$ cat config.mk
export PLATFORM = sky130hd
export DESIGN_NAME = bn_quant_flat
export DESIGN_NICKNAME = d
export VERILOG_FILES = /design/src/rtl/bn_quant_if.sv /design/src/rtl/bn_quant.sv /design/src/flat_wrapper.sv
export SDC_FILE = /design/constraint.sdc
export NUM_CORES = 1
export LEC_CHECK = 0
export CORE_UTILIZATION = 60
export DETAILED_ROUTE_END_ITERATION = 12
export GPL_TIMING_DRIVEN = 0
export PLACE_DENSITY = 0.92
export SKIP_LAST_GASP = 1
export SYNTH_ARGS = -nofsm -noshare
export SYNTH_HDL_FRONTEND = slang
export SYNTH_SLANG_ARGS = --single-unit
$ cat constraint.sdc
create_clock -name i_clk_bn -period 9.6 [get_ports i_clk_bn]
set_clock_uncertainty 0.15 [all_clocks]
set_input_delay 0.96 -clock i_clk_bn [delete_from_list [all_inputs] [get_ports i_clk_bn]]
set_output_delay 0.96 -clock i_clk_bn [all_outputs]
set_load 0.005 [all_outputs]
$ cat src/rtl/bn_quant_if.sv
// bn_quant_if: element stream, coefficient port and MVM handshake of the batch-norm/quantise stage
interface bn_quant_if #(
    parameter int ACC_W = 12,
    parameter int G_W   = 8
);
    logic                    i_valid_bn;
    logic signed [ACC_W-1:0] i_data_bn;
    logic                    o_ready_bn;
    logic                    i_cfg_we;
    logic [1:0]              i_cfg_lane;
    logic signed [G_W-1:0]   i_cfg_gamma;
    logic signed [ACC_W-1:0] i_cfg_beta;
    logic                    i_ismvm;
    logic                    o_start_mvm;
    logic [3:0][3:0]         o_x_bn;
    logic [15:0]             o_vec_cnt;
    logic                    o_err_bn;
    modport slave (
        input  i_valid_bn, i_data_bn, i_cfg_we, i_cfg_lane, i_cfg_gamma, i_cfg_beta, i_ismvm,
        output o_ready_bn, o_start_mvm, o_x_bn, o_vec_cnt, o_err_bn
    );
    modport master (
        output i_valid_bn, i_data_bn, i_cfg_we, i_cfg_lane, i_cfg_gamma, i_cfg_beta, i_ismvm,
        input  o_ready_bn, o_start_mvm, o_x_bn, o_vec_cnt, o_err_bn
    );
endinterface

$ cat src/rtl/bn_quant.sv
// bn_quant: per-lane gamma/beta transform with 4-bit clamp, packs four results and hands them to the MVM
module bn_quant #(
    parameter int ACC_W    = 12,
    parameter int G_W      = 8,
    parameter int FRAC     = 4,
    parameter int LANES    = 4,
    parameter int START_TO = 8
) (
    input logic       i_clk_bn,
    input logic       i_rst_bn,
    bn_quant_if.slave bus
);
    localparam int PW = ACC_W + G_W;
    localparam int TW = $clog2(START_TO + 1);
    typedef enum logic [1:0] {IDLE, ISSUE, WAIT_HI, WAIT_LO} state_t;
    state_t                  state, nxt;
    logic signed [G_W-1:0]   gamma [LANES];
    logic signed [ACC_W-1:0] beta  [LANES];
    logic [LANES-1:0][3:0]   col, xv;
    logic [1:0]              lane;
    logic                    full, acc, xfer, tout, err;
    logic [TW-1:0]           tcnt;
    logic [15:0]             cnt;
    logic signed [PW-1:0]    p;
    logic signed [PW:0]      s;
    logic [3:0]              q;

    assign acc             = bus.i_valid_bn && !full;
    assign xfer            = state == IDLE && full;
    assign bus.o_ready_bn  = !full;
    assign bus.o_start_mvm = state == ISSUE;
    assign bus.o_x_bn      = xv;
    assign bus.o_vec_cnt   = cnt;
    assign bus.o_err_bn    = err;

    // scale and offset the element with the coefficients of the lane it will fill, then clamp to 0..15
    always_comb begin
        p = PW'(bus.i_data_bn) * PW'(gamma[lane]);
        s = (PW+1)'(p >>> FRAC) + (PW+1)'(beta[lane]);
        q = s[PW] ? 4'd0 : |s[PW-1:4] ? 4'd15 : s[3:0];
    end

    // coefficient table; a write lands at the edge, so an element accepted alongside it sees the old value
    always_ff @(posedge i_clk_bn or negedge i_rst_bn)
        if (!i_rst_bn) begin
            for (int i = 0; i < LANES; i++) begin
                gamma[i] <= G_W'(1 << FRAC);
                beta[i]  <= '0;
            end
        end else if (bus.i_cfg_we) begin
            gamma[bus.i_cfg_lane] <= bus.i_cfg_gamma;
            beta[bus.i_cfg_lane]  <= bus.i_cfg_beta;
        end

    // fill the collect buffer lane by lane; the fourth result marks it full until the FSM takes it
    always_ff @(posedge i_clk_bn or negedge i_rst_bn)
        if (!i_rst_bn) begin
            col  <= '0;
            lane <= '0;
            full <= 1'b0;
        end else begin
            if (acc) begin
                col[lane] <= q;
                lane      <= lane + 2'd1;
            end
            full <= acc && lane == 2'd3 ? 1'b1 : xfer ? 1'b0 : full;
        end

    // FSM state and the registers it owns: held vector, vector count, start timeout and sticky error
    always_ff @(posedge i_clk_bn or negedge i_rst_bn)
        if (!i_rst_bn) begin
            state <= IDLE;
            xv    <= '0;
            cnt   <= '0;
            tcnt  <= '0;
            err   <= 1'b0;
        end else begin
            state <= nxt;
            if (xfer) xv <= col;
            if (state == ISSUE) cnt <= cnt + 16'd1;
            tcnt <= state == WAIT_HI ? tcnt + TW'(1) : '0;
            if (tout) err <= 1'b1;
        end

    // next state; busy is only looked at from WAIT_HI on, and only the rise is time-limited
    always_comb begin
        nxt  = state;
        tout = 1'b0;
        case (state)
            IDLE:    nxt = full ? ISSUE : IDLE;
            ISSUE:   nxt = WAIT_HI;
            WAIT_HI: begin
                tout = !bus.i_ismvm && tcnt == TW'(START_TO - 1);
                nxt  = bus.i_ismvm ? WAIT_LO : tout ? IDLE : WAIT_HI;
            end
            WAIT_LO: nxt = bus.i_ismvm ? WAIT_LO : IDLE;
            default: nxt = IDLE;
        endcase
    end
endmodule

$ cat src/flat_wrapper.sv
// flat-port wrapper written by rule: the top's interface ports become plain ports
module bn_quant_flat 
#(
    parameter int ACC_W    = 12,
    parameter int G_W      = 8,
    parameter int FRAC     = 4,
    parameter int LANES    = 4,
    parameter int START_TO = 8
)
  (i_clk_bn, i_rst_bn, bus_i_valid_bn, bus_i_data_bn, bus_i_cfg_we, bus_i_cfg_lane, bus_i_cfg_gamma, bus_i_cfg_beta, bus_i_ismvm, bus_o_ready_bn, bus_o_start_mvm, bus_o_x_bn, bus_o_vec_cnt, bus_o_err_bn);
  bn_quant_if #(.ACC_W(ACC_W), .G_W(G_W)) bus_i ();
  input logic i_clk_bn;
  input logic i_rst_bn;
  input wire logic [$bits(bus_i.i_valid_bn)-1:0] bus_i_valid_bn;
  input wire logic [$bits(bus_i.i_data_bn)-1:0] bus_i_data_bn;
  input wire logic [$bits(bus_i.i_cfg_we)-1:0] bus_i_cfg_we;
  input wire logic [$bits(bus_i.i_cfg_lane)-1:0] bus_i_cfg_lane;
  input wire logic [$bits(bus_i.i_cfg_gamma)-1:0] bus_i_cfg_gamma;
  input wire logic [$bits(bus_i.i_cfg_beta)-1:0] bus_i_cfg_beta;
  input wire logic [$bits(bus_i.i_ismvm)-1:0] bus_i_ismvm;
  output wire logic [$bits(bus_i.o_ready_bn)-1:0] bus_o_ready_bn;
  output wire logic [$bits(bus_i.o_start_mvm)-1:0] bus_o_start_mvm;
  output wire logic [$bits(bus_i.o_x_bn)-1:0] bus_o_x_bn;
  output wire logic [$bits(bus_i.o_vec_cnt)-1:0] bus_o_vec_cnt;
  output wire logic [$bits(bus_i.o_err_bn)-1:0] bus_o_err_bn;
  assign bus_i.i_valid_bn = bus_i_valid_bn;
  assign bus_i.i_data_bn = bus_i_data_bn;
  assign bus_i.i_cfg_we = bus_i_cfg_we;
  assign bus_i.i_cfg_lane = bus_i_cfg_lane;
  assign bus_i.i_cfg_gamma = bus_i_cfg_gamma;
  assign bus_i.i_cfg_beta = bus_i_cfg_beta;
  assign bus_i.i_ismvm = bus_i_ismvm;
  assign bus_o_ready_bn = bus_i.o_ready_bn;
  assign bus_o_start_mvm = bus_i.o_start_mvm;
  assign bus_o_x_bn = bus_i.o_x_bn;
  assign bus_o_vec_cnt = bus_i.o_vec_cnt;
  assign bus_o_err_bn = bus_i.o_err_bn;
  bn_quant #(.ACC_W(ACC_W), .G_W(G_W), .FRAC(FRAC), .LANES(LANES), .START_TO(START_TO)) u_core (.i_clk_bn(i_clk_bn), .i_rst_bn(i_rst_bn), .bus(bus_i));
endmodule
; Yosys cells after proc, flatten, opt, wreduce, memory -nomap -nowiden
; Cells that the tools add are included.
[classes]
magnitude_cmp = 5
n_mux = 26
reduce_logical = 11
addsub = 4
bitwise = 2
n_mul = 1
n_eq_ne = 5
[ops]
columns = operator, n
row1 = $bwmux 48, 1
row2 = $mux 12, 3
row3 = $bwmux 32, 1
row4 = $bmux 12 s2, 1
row5 = $demux 12 s2, 1
row6 = $mux 8, 3
row7 = $mul 12x8->20, 1
row8 = $add 16x12->17, 1
row9 = $add 16x1->16 const B, 1
row10 = $bmux 8 s2, 1
row11 = $bwmux 16, 1
row12 = $demux 8 s2, 1
row13 = $mux 4, 4
row14 = $reduce_or 16->1, 1
row15 = $demux 4 s2, 1
row16 = $pmux 2 s4, 1
row17 = $eq 2x2->1 const B, 3
row18 = $ge 3x3->1 const B, 2
row19 = $logic_and 1x1->1, 6
row20 = $mux 2, 3
row21 = $not 2->3, 2
row22 = $add 4x1->4 const B, 1
row23 = $eq 4x3->1 const B, 1
row24 = $mux 1, 4
row25 = other kinds (8), 9
[word_totals]
wordCells = 76
input_bits = 39
ff_bits = 138

; Longest topological paths before layout
; Gate-level depths: netlist (run 1).
[depth]
depth_word = 10
mapped_depth = 28
mapped_depth_nobuf = 25

; Worst setup path before layout (run 1)
; No wires, ideal clock.
[synth_path]
path_type = reg-to-reg
from = reg u_core.lane[0]
to = reg u_core.col[10] (netlist bit)
setup_time_ns = 0.134
setup_slack_ns = 2.477
path_buffers = 3
stages_incl_launch_ff = 27
synth_period_minus_slack_ns = 7.123
arrival_ns = 6.839
path_cell_list = dfrtp_1 buf_2 mux4_2 clkbuf_1 and2_1 fa_1 inv_1 fa_1 fa_1 inv_1 fa_1 ha_1 or3_1 o22a_1 a211oi_1 o31ai_1 a21oi_1 xnor2_1 ha_1 o21ai_0 nand3b_1 o2111ai_1 a311oi_1 o2111ai_1 nor4_4 buf_6 a211oi_1
[synth_between]
elab_chain_cells = 10
elab_cells_between_ends = 18
classes_between = 1 x add/sub / 1 x mul / 2 x order compare / 11 x mux / 1 x bitwise / 2 x reduce/logical
[synth_lines]
columns = item, line
row1 = "start, declared", bn_quant.sv:20  ; logic [1:0] lane;
row2 = "start signal, assigned", bn_quant.sv:64  ; lane <= lane + 2'd1;
row3 = $not 2->3 (not written as such), "bn_quant.sv:38, bn_quant.sv:39"
row4 = $bmux 8 s2, bn_quant.sv:38  ; p = PW'(bus.i_data_bn) * PW'(gamma[lane]);
row5 = $mux 8 (not written as such) (2 in series), bn_quant.sv:38
row6 = $mul 12x8->20, bn_quant.sv:38
row7 = $add 16x12->17, bn_quant.sv:39  ; s = (PW+1)'(p >>> FRAC) + (PW+1)'(beta[lane]);
row8 = $reduce_or 16->1, bn_quant.sv:40  ; q = s[PW] ? 4'd0 : |s[PW-1:4] ? 4'd15 : s[3:0];
row9 = $mux 4 (2 in series), bn_quant.sv:40
row10 = $bwmux 16 (*), bn_quant.sv:63  ; col[lane] <= q;
row11 = "end signal, assigned by index", bn_quant.sv:63
row12 = "end, declared", bn_quant.sv:19  ; logic [LANES-1:0][3:0] col, xv;
; Every way passes the cells marked *; elsewhere a longest branch is shown, timed or not. The select of a mux whose other input is x is not followed.
; A chain may end at the register's enable or synchronous reset.

; Worst setup path after layout (run 1)
; Same ends and word-level chain as after synthesis.

==> flow_metrics.py, run 1 <==
metrics = {
    "status": {
        "status": "finished, final reports clean",
    },
    "clock_network": {
        "cts_max_level": 4,
        "cts_root_buf": "clkbuf_16",
        "ctsResizeCount": 0,
        "clk_pin_slew_ps": 60,
        "insertion_delay_ps": 420,
        "cts_tree": "done",
        "cts_setup_buffers": 0,
        "cts_sinks": 138,
        "cts_max_path_buffers": 2,
        "numCtsBuffers": 17,
        "cts_hold_buf": 0,
    },
    "die": {
        "fp.coreArea_sq_um": 16500,
        "die_w_microns": 132,
        "io_pins": 74,
        "chipHeight_microns": 132,
        "start_util": 0.613,
        "rows": 47,
        "fp.dieArea_sq_um": 17400,
    },
    "routing": {
        "vias": 7389,
        "wl_per_cell_microns": 19.3,
        "drt-total-wl_microns": 23700,
        "drt_iter0_drc": 537,
        "route.detailed.vias_per_inst": 6.03,
        "drc": 0,
        "drtAntennaViolNets": 0,
        "first_pass_iters": 5,
    },
    "logic_synthesis": {
        "yosys.area.top_type": "dfrtp_1",
        "synth_ff_type": "dfrtp_1",
        "synth_edf_count": 0,
        "synth-seq-area-share": 0.342,
        "synthDistinctLibCells": 62,
        "yosysMostFrequentCell": "dfrtp_1",
        "netlist_area_sq_um": 10100,
        "synth_common_cells": "134 x dfrtp_1, 98 x mux2_2, 89 x inv_1",
        "yosys-top-cells-area": "dfrtp_1 33%, fa_1 16%, mux2_2 11%, ha_1 7.2%, mux4_2 4.2%",
        "ys_warn_count": 0,
        "synth_top_area_frac": 0.331,
        "synthCells": 902,
        "syn_avg_cell_area_sq_um": 11.2,
        "synth_seq_cells": 138,
        "syn_nets": 1078,
        "async_flop_share": 1.00,
    },
    "timing": {
        "max_clock_freq_ghz": 0.117,
        "finalMaxSlewViolations": 0,
        "rsz0062_at_grt": "false",
        "setup_violations": 0,
        "fin_setup_tns_ps": 0,
        "final-hold-violation-count": 0,
        "worstMarginPinSlew_ps": 1190,
        "post-route-period-util": 0.892,
        "relSlewSlack": 0.200,
        "period_minus_slack_ps": 8570,
    },
    "finish": {
        "areaGrowthSynthToFinish_pct": 16.3,
        "layout.area.seq_sq_um": 3460,
        "num_antenna_cells": 0,
        "fill_cells": 1035,
        "multi_input_area_sq_um": 6220,
        "drive_gt1_frac": 0.173,
        "finalNetCount": 1171,
    },
    "setup_path": {
        "worstSetupPathType": "register to register",
        "critPathMaxFanout": 10,
        "worst-endpoint-required_ps": 9720,
        "cp.arrival_ps": 8690,
        "cp-start-kind": "register",
        "crit_top_cell": "fa_1",
        "critPathSlowestCell": "o21ai_0",
        "crit_path_end_kind": "register",
        "crit_family": "adder cells",
        "crit_buf_inv": 4,
        "slowest_delay_ps": 630,
    },
    "grt": {
        "antenna_found_initial": 0,
        "grt_pass1_wl_microns": 40000,
        "globalRouteTotalUtil": 0.294,
        "grt_pass1_vias": 7948,
        "grt_overflow_total": 0,
        "grt_max_degree": 90,
    },
    "place": {
        "gp_congestion": 0.881,
        "io_buffers": 73,
        "hpwl_microns": 16900,
    },
    "min_path": {
        "worstHoldPathType": "primary input to async pin",
    },
    "job": {
        "max_cap_viol_count": 0,
    },
}
## worst paths after layout
path | slack (ps) | from | depth (start not counted) | end
min in group i_clk_bn | 320 | u_core.tcnt[0] | 1 | u_core.tcnt[0]
setup / recovery | 1030 | u_core.lane[0] | 26 | u_core.col[10]
max in group asynchronous | 8170 | i_rst_bn | 2 | u_core.gamma[12]
hold reg to reg | 320 | u_core.tcnt[0] | 1 | u_core.tcnt[0]
hold / removal | 320 | i_rst_bn | 1 | u_core.bus.o_x_bn[4]
setup reg to reg | 1030 | u_core.lane[0] | 26 | u_core.col[10]
## registers in the layout (all words and copies together) (netlist names)
name,flops
u_core.beta,48
u_core.gamma,32
u_core.bus.o_vec_cnt,16
u_core.bus.o_x_bn,16
u_core.col,16
u_core.tcnt,4
u_core.lane,2
u_core.state,2
u_core.bus.o_err_bn,1
u_core.full,1
## stage by stage
step | hold WS [ps] | worst slack (ps) | utilization | std cells | cell area [sq um]
4_1_cts | 321 | 1110 | 0.713 | 1226 | 11800
2_1_floorplan | 283 | 2480 | - | 902 | 10100
6_report | 320 | 1030 | 0.713 | 1226 | 11800
3_5_place_dp | 307 | 1250 | 0.675 | 1196 | 11200
5_1_grt | 356 | 485 | 0.713 | 1226 | 11800
3_3_place_gp | 306 | 1260 | 0.674 | 1195 | 11100
## placed cells by master (no fill, tap or decap), drive strengths merged, types with 24 or more instances in the layout
master | synthesis | routed
dfrtp | 134 | 134
mux2 | 98 | 98
inv | 89 | 91
fa | 79 | 79
clkdlybuf4s50 | 0 | 72
nand2 | 65 | 65
ha | 58 | 58
nor2 | 50 | 50
and2 | 50 | 50
clkbuf | 20 | 37
xnor2 | 32 | 32
a21oi | 27 | 27
nor3 | 24 | 24
a211oi | 24 | 24
## metal layers
layer  vias to the layer above  routed length (microns)  GRT usage
li1                       3286                        -          -
met1                      3728                     9360      0.364
met2                       312                    12300      0.505
met3                        63                     1340     0.0600
met4                         0                      669      0.123
met5                         -                        0          0
## area by class of cell
cell class,instances,share of cell area
Multi-Input combinational cell,649,0.528
Sequential cell,138,0.294
Clock buffer,17,0.0361
Inverter,89,0.0284
Clock inverter,13,0.0166
Timing Repair Buffer,74,0.0645
Tap cell,220,0.0234
Buffer,26,0.00988
## cells by family (layout without fill, tap and decap cells)
family / Yosys count / count (layout) / share of synthesized area
AND/OR/NAND/NOR: 238 / 238 / 0.118
flip-flops: 138 / 138 / 0.342
adder cells (fa/ha/maj): 137 / 137 / 0.228
multiplexers: 119 / 119 / 0.153
buffers and inverters: 115 / 219 / 0.0445
AO/OA/AOI/OAI: 113 / 113 / 0.0775
XOR/XNOR: 42 / 42 / 0.0371
Power of run 1 is not shown: default switching activity piles up to over one toggle a cycle in this logic, so the estimate is an artifact.
==> run 2, diff against run 1 <==
CELL_PAD_IN_SITES_DETAIL_PLACEMENT = 0   (was not set)
CELL_PAD_IN_SITES_GLOBAL_PLACEMENT = 1   (was not set)
CORE_UTILIZATION = 48   (was 60)
==> run 2 against run 1 <==
Compared with the run above: count of clock-buffer cells in the layout unchanged; register-to-register slack worse by 190 ps; core utilization down 13 points; critical endpoint is now u_core.col[5]; cell count up 4.1%; hold slack got worse by 28 ps.
==> flow_metrics.py, run 2 (synthesis gave the netlist of run 1 again) <==
metrics = {
    "setup_path": {
        "crit_path_end_kind": "register",
        "worst-endpoint-required_ps": 9730,
        "crit_top_cell": "fa_1",
        "critPathSlowestCell": "o21ai_0",
        "critPathMaxFanout": 10,
        "path_cells": "mux2_2, o21ai_0, clkbuf_1, nor2_1, fa_1, inv_1, fa_1, fa_1, inv_1, fa_1, ha_1, or3_1, o211ai_1, a31oi_1, o311ai_0, ha_1, nand3b_1, o2111ai_1, a311oi_1, o2111ai_1, nor4_4, buf_6, a211oi_1",
        "slowest_delay_ps": 830,
        "worstSetupPathType": "register to register",
        "cp.arrival_ps": 8890,
        "cp-start-kind": "register",
        "crit_family": "adder cells",
        "crit_buf_inv": 4,
    },
    "timing": {
        "rsz0062_at_grt": "false",
        "max_clock_freq_ghz": 0.114,
        "setup_violations": 0,
        "post-route-period-util": 0.912,
        "relSlewSlack": 0.272,
        "period_minus_slack_ps": 8750,
        "finalMaxSlewViolations": 0,
        "fin_setup_tns_ps": 0,
        "final-hold-violation-count": 0,
        "worstMarginPinSlew_ps": 1080,
    },
    "place": {
        "hpwl_microns": 16200,
        "gp_congestion": 0.856,
        "io_buffers": 73,
    },
    "routing": {
        "route.detailed.vias_per_inst": 5.51,
        "wl_per_cell_microns": 17.0,
        "drtAntennaViolNets": 0,
        "drt-total-wl_microns": 21700,
        "vias": 7030,
        "drc": 0,
        "first_pass_iters": 5,
        "drt_iter0_drc": 286,
    },
    "status": {
        "status": "finished, final reports clean",
    },
    "die": {
        "chipHeight_microns": 147,
        "fp.coreArea_sq_um": 20400,
        "fp.dieArea_sq_um": 21700,
        "start_util": 0.496,
        "rows": 52,
        "io_pins": 74,
        "die_w_microns": 147,
    },
    "grt": {
        "antenna_found_initial": 0,
        "grt_max_degree": 101,
        "globalRouteTotalUtil": 0.219,
        "grt_overflow_total": 0,
        "grt_pass1_vias": 7551,
        "grt_pass1_wl_microns": 37500,
    },
    "clock_network": {
        "insertion_delay_ps": 420,
        "cts_tree": "done",
        "numCtsBuffers": 17,
        "cts_setup_buffers": 0,
        "cts_root_buf": "clkbuf_16",
        "cts_hold_buf": 0,
        "cts_max_level": 4,
        "ctsResizeCount": 0,
        "cts_sinks": 138,
        "cts_max_path_buffers": 2,
        "clk_pin_slew_ps": 60,
    },
    "min_path": {
        "worstHoldPathType": "primary input to async pin",
    },
    "job": {
        "max_cap_viol_count": 0,
    },
    "finish": {
        "num_antenna_cells": 0,
        "drive_gt1_frac": 0.173,
        "final_common_cell": "dfrtp_1",
        "max_flop_register": "u_core.beta",
        "largest_reg_flops": 48,
        "areaGrowthSynthToFinish_pct": 17.4,
        "finalNetCount": 1171,
        "final_cell_mix": "134 x dfrtp_1, 98 x mux2_2, 89 x inv_1",
        "reg_top3": "u_core.beta x48, u_core.gamma x32",
        "fill_cells": 1701,
        "final_util": 0.582,
    },
}
-- run 2: metal layers --
metal	GRT usage	vias to the layer above	share of wire	routed length [microns]
met5	0	-	0	0
met4	0.0789	0	0.025	536
met3	0.0469	36	0.052	1120
met2	0.360	182	0.48	10300
met1	0.286	3534	0.45	9700
li1	-	3278	-	-
-- run 2: layout make-up --
| cell class | count | area (sq um) | area share |
|---|---|---|---|
| repair buffers | 74 | 759 | 0.0639 |
| multi-input cells | 649 | 6220 | 0.523 |
| clock buffers | 17 | 425 | 0.0358 |
| inverters | 89 | 334 | 0.0281 |
| plain buffers | 26 | 116 | 0.00979 |
| clock inverters | 13 | 240 | 0.0202 |
| flip-flops and latches | 138 | 3460 | 0.291 |
| well taps | 270 | 338 | 0.0284 |
-- run 2: worst paths after layout --
kind,depth (start not counted),from,slack [ps],end
min in group i_clk_bn,1,u_core.tcnt[0],310,u_core.tcnt[0]
max reg2reg,23,u_core.lane[0],850,u_core.col[5]
min reg2reg,1,u_core.tcnt[0],310,u_core.tcnt[0]
min,1,i_rst_bn,290,u_core.col[6]
max in group asynchronous,2,i_rst_bn,8220,u_core.beta[45]
max,23,u_core.lane[0],850,u_core.col[5]
-- run 2: worst reg2reg max path, cell delays in order (launching register included) --
cell and delay, ps:
dfrtp_1 540, mux2_2 370, o21ai_0 830, clkbuf_1 490
nor2_1 130, fa_1 560, inv_1 60, fa_1 520
fa_1 570, inv_1 60, fa_1 480, ha_1 270
or3_1 400, o211ai_1 240, a31oi_1 200, o311ai_0 610
ha_1 420, nand3b_1 130, o2111ai_1 100, a311oi_1 280
o2111ai_1 230, nor4_4 650, buf_6 240, a211oi_1 90
-- run 2: metrics by stage --
| step | worst slack [ps] | hold slack, ps | instance area (sq um) | std cells |
|---|---|---|---|---|
| 4_1_cts | 904 | 285 | 11900 | 1276 |
| 2_1_floorplan | 2480 | 283 | 10100 | 902 |
| 5_1_grt | 463 | 307 | 11900 | 1276 |
| 3_3_place_gp | 986 | 302 | 11200 | 1245 |
| 3_5_place_dp | 938 | 309 | 11200 | 1246 |
| 6_report | 847 | 292 | 11900 | 1276 |
Power of run 2 is left out for the same reason.
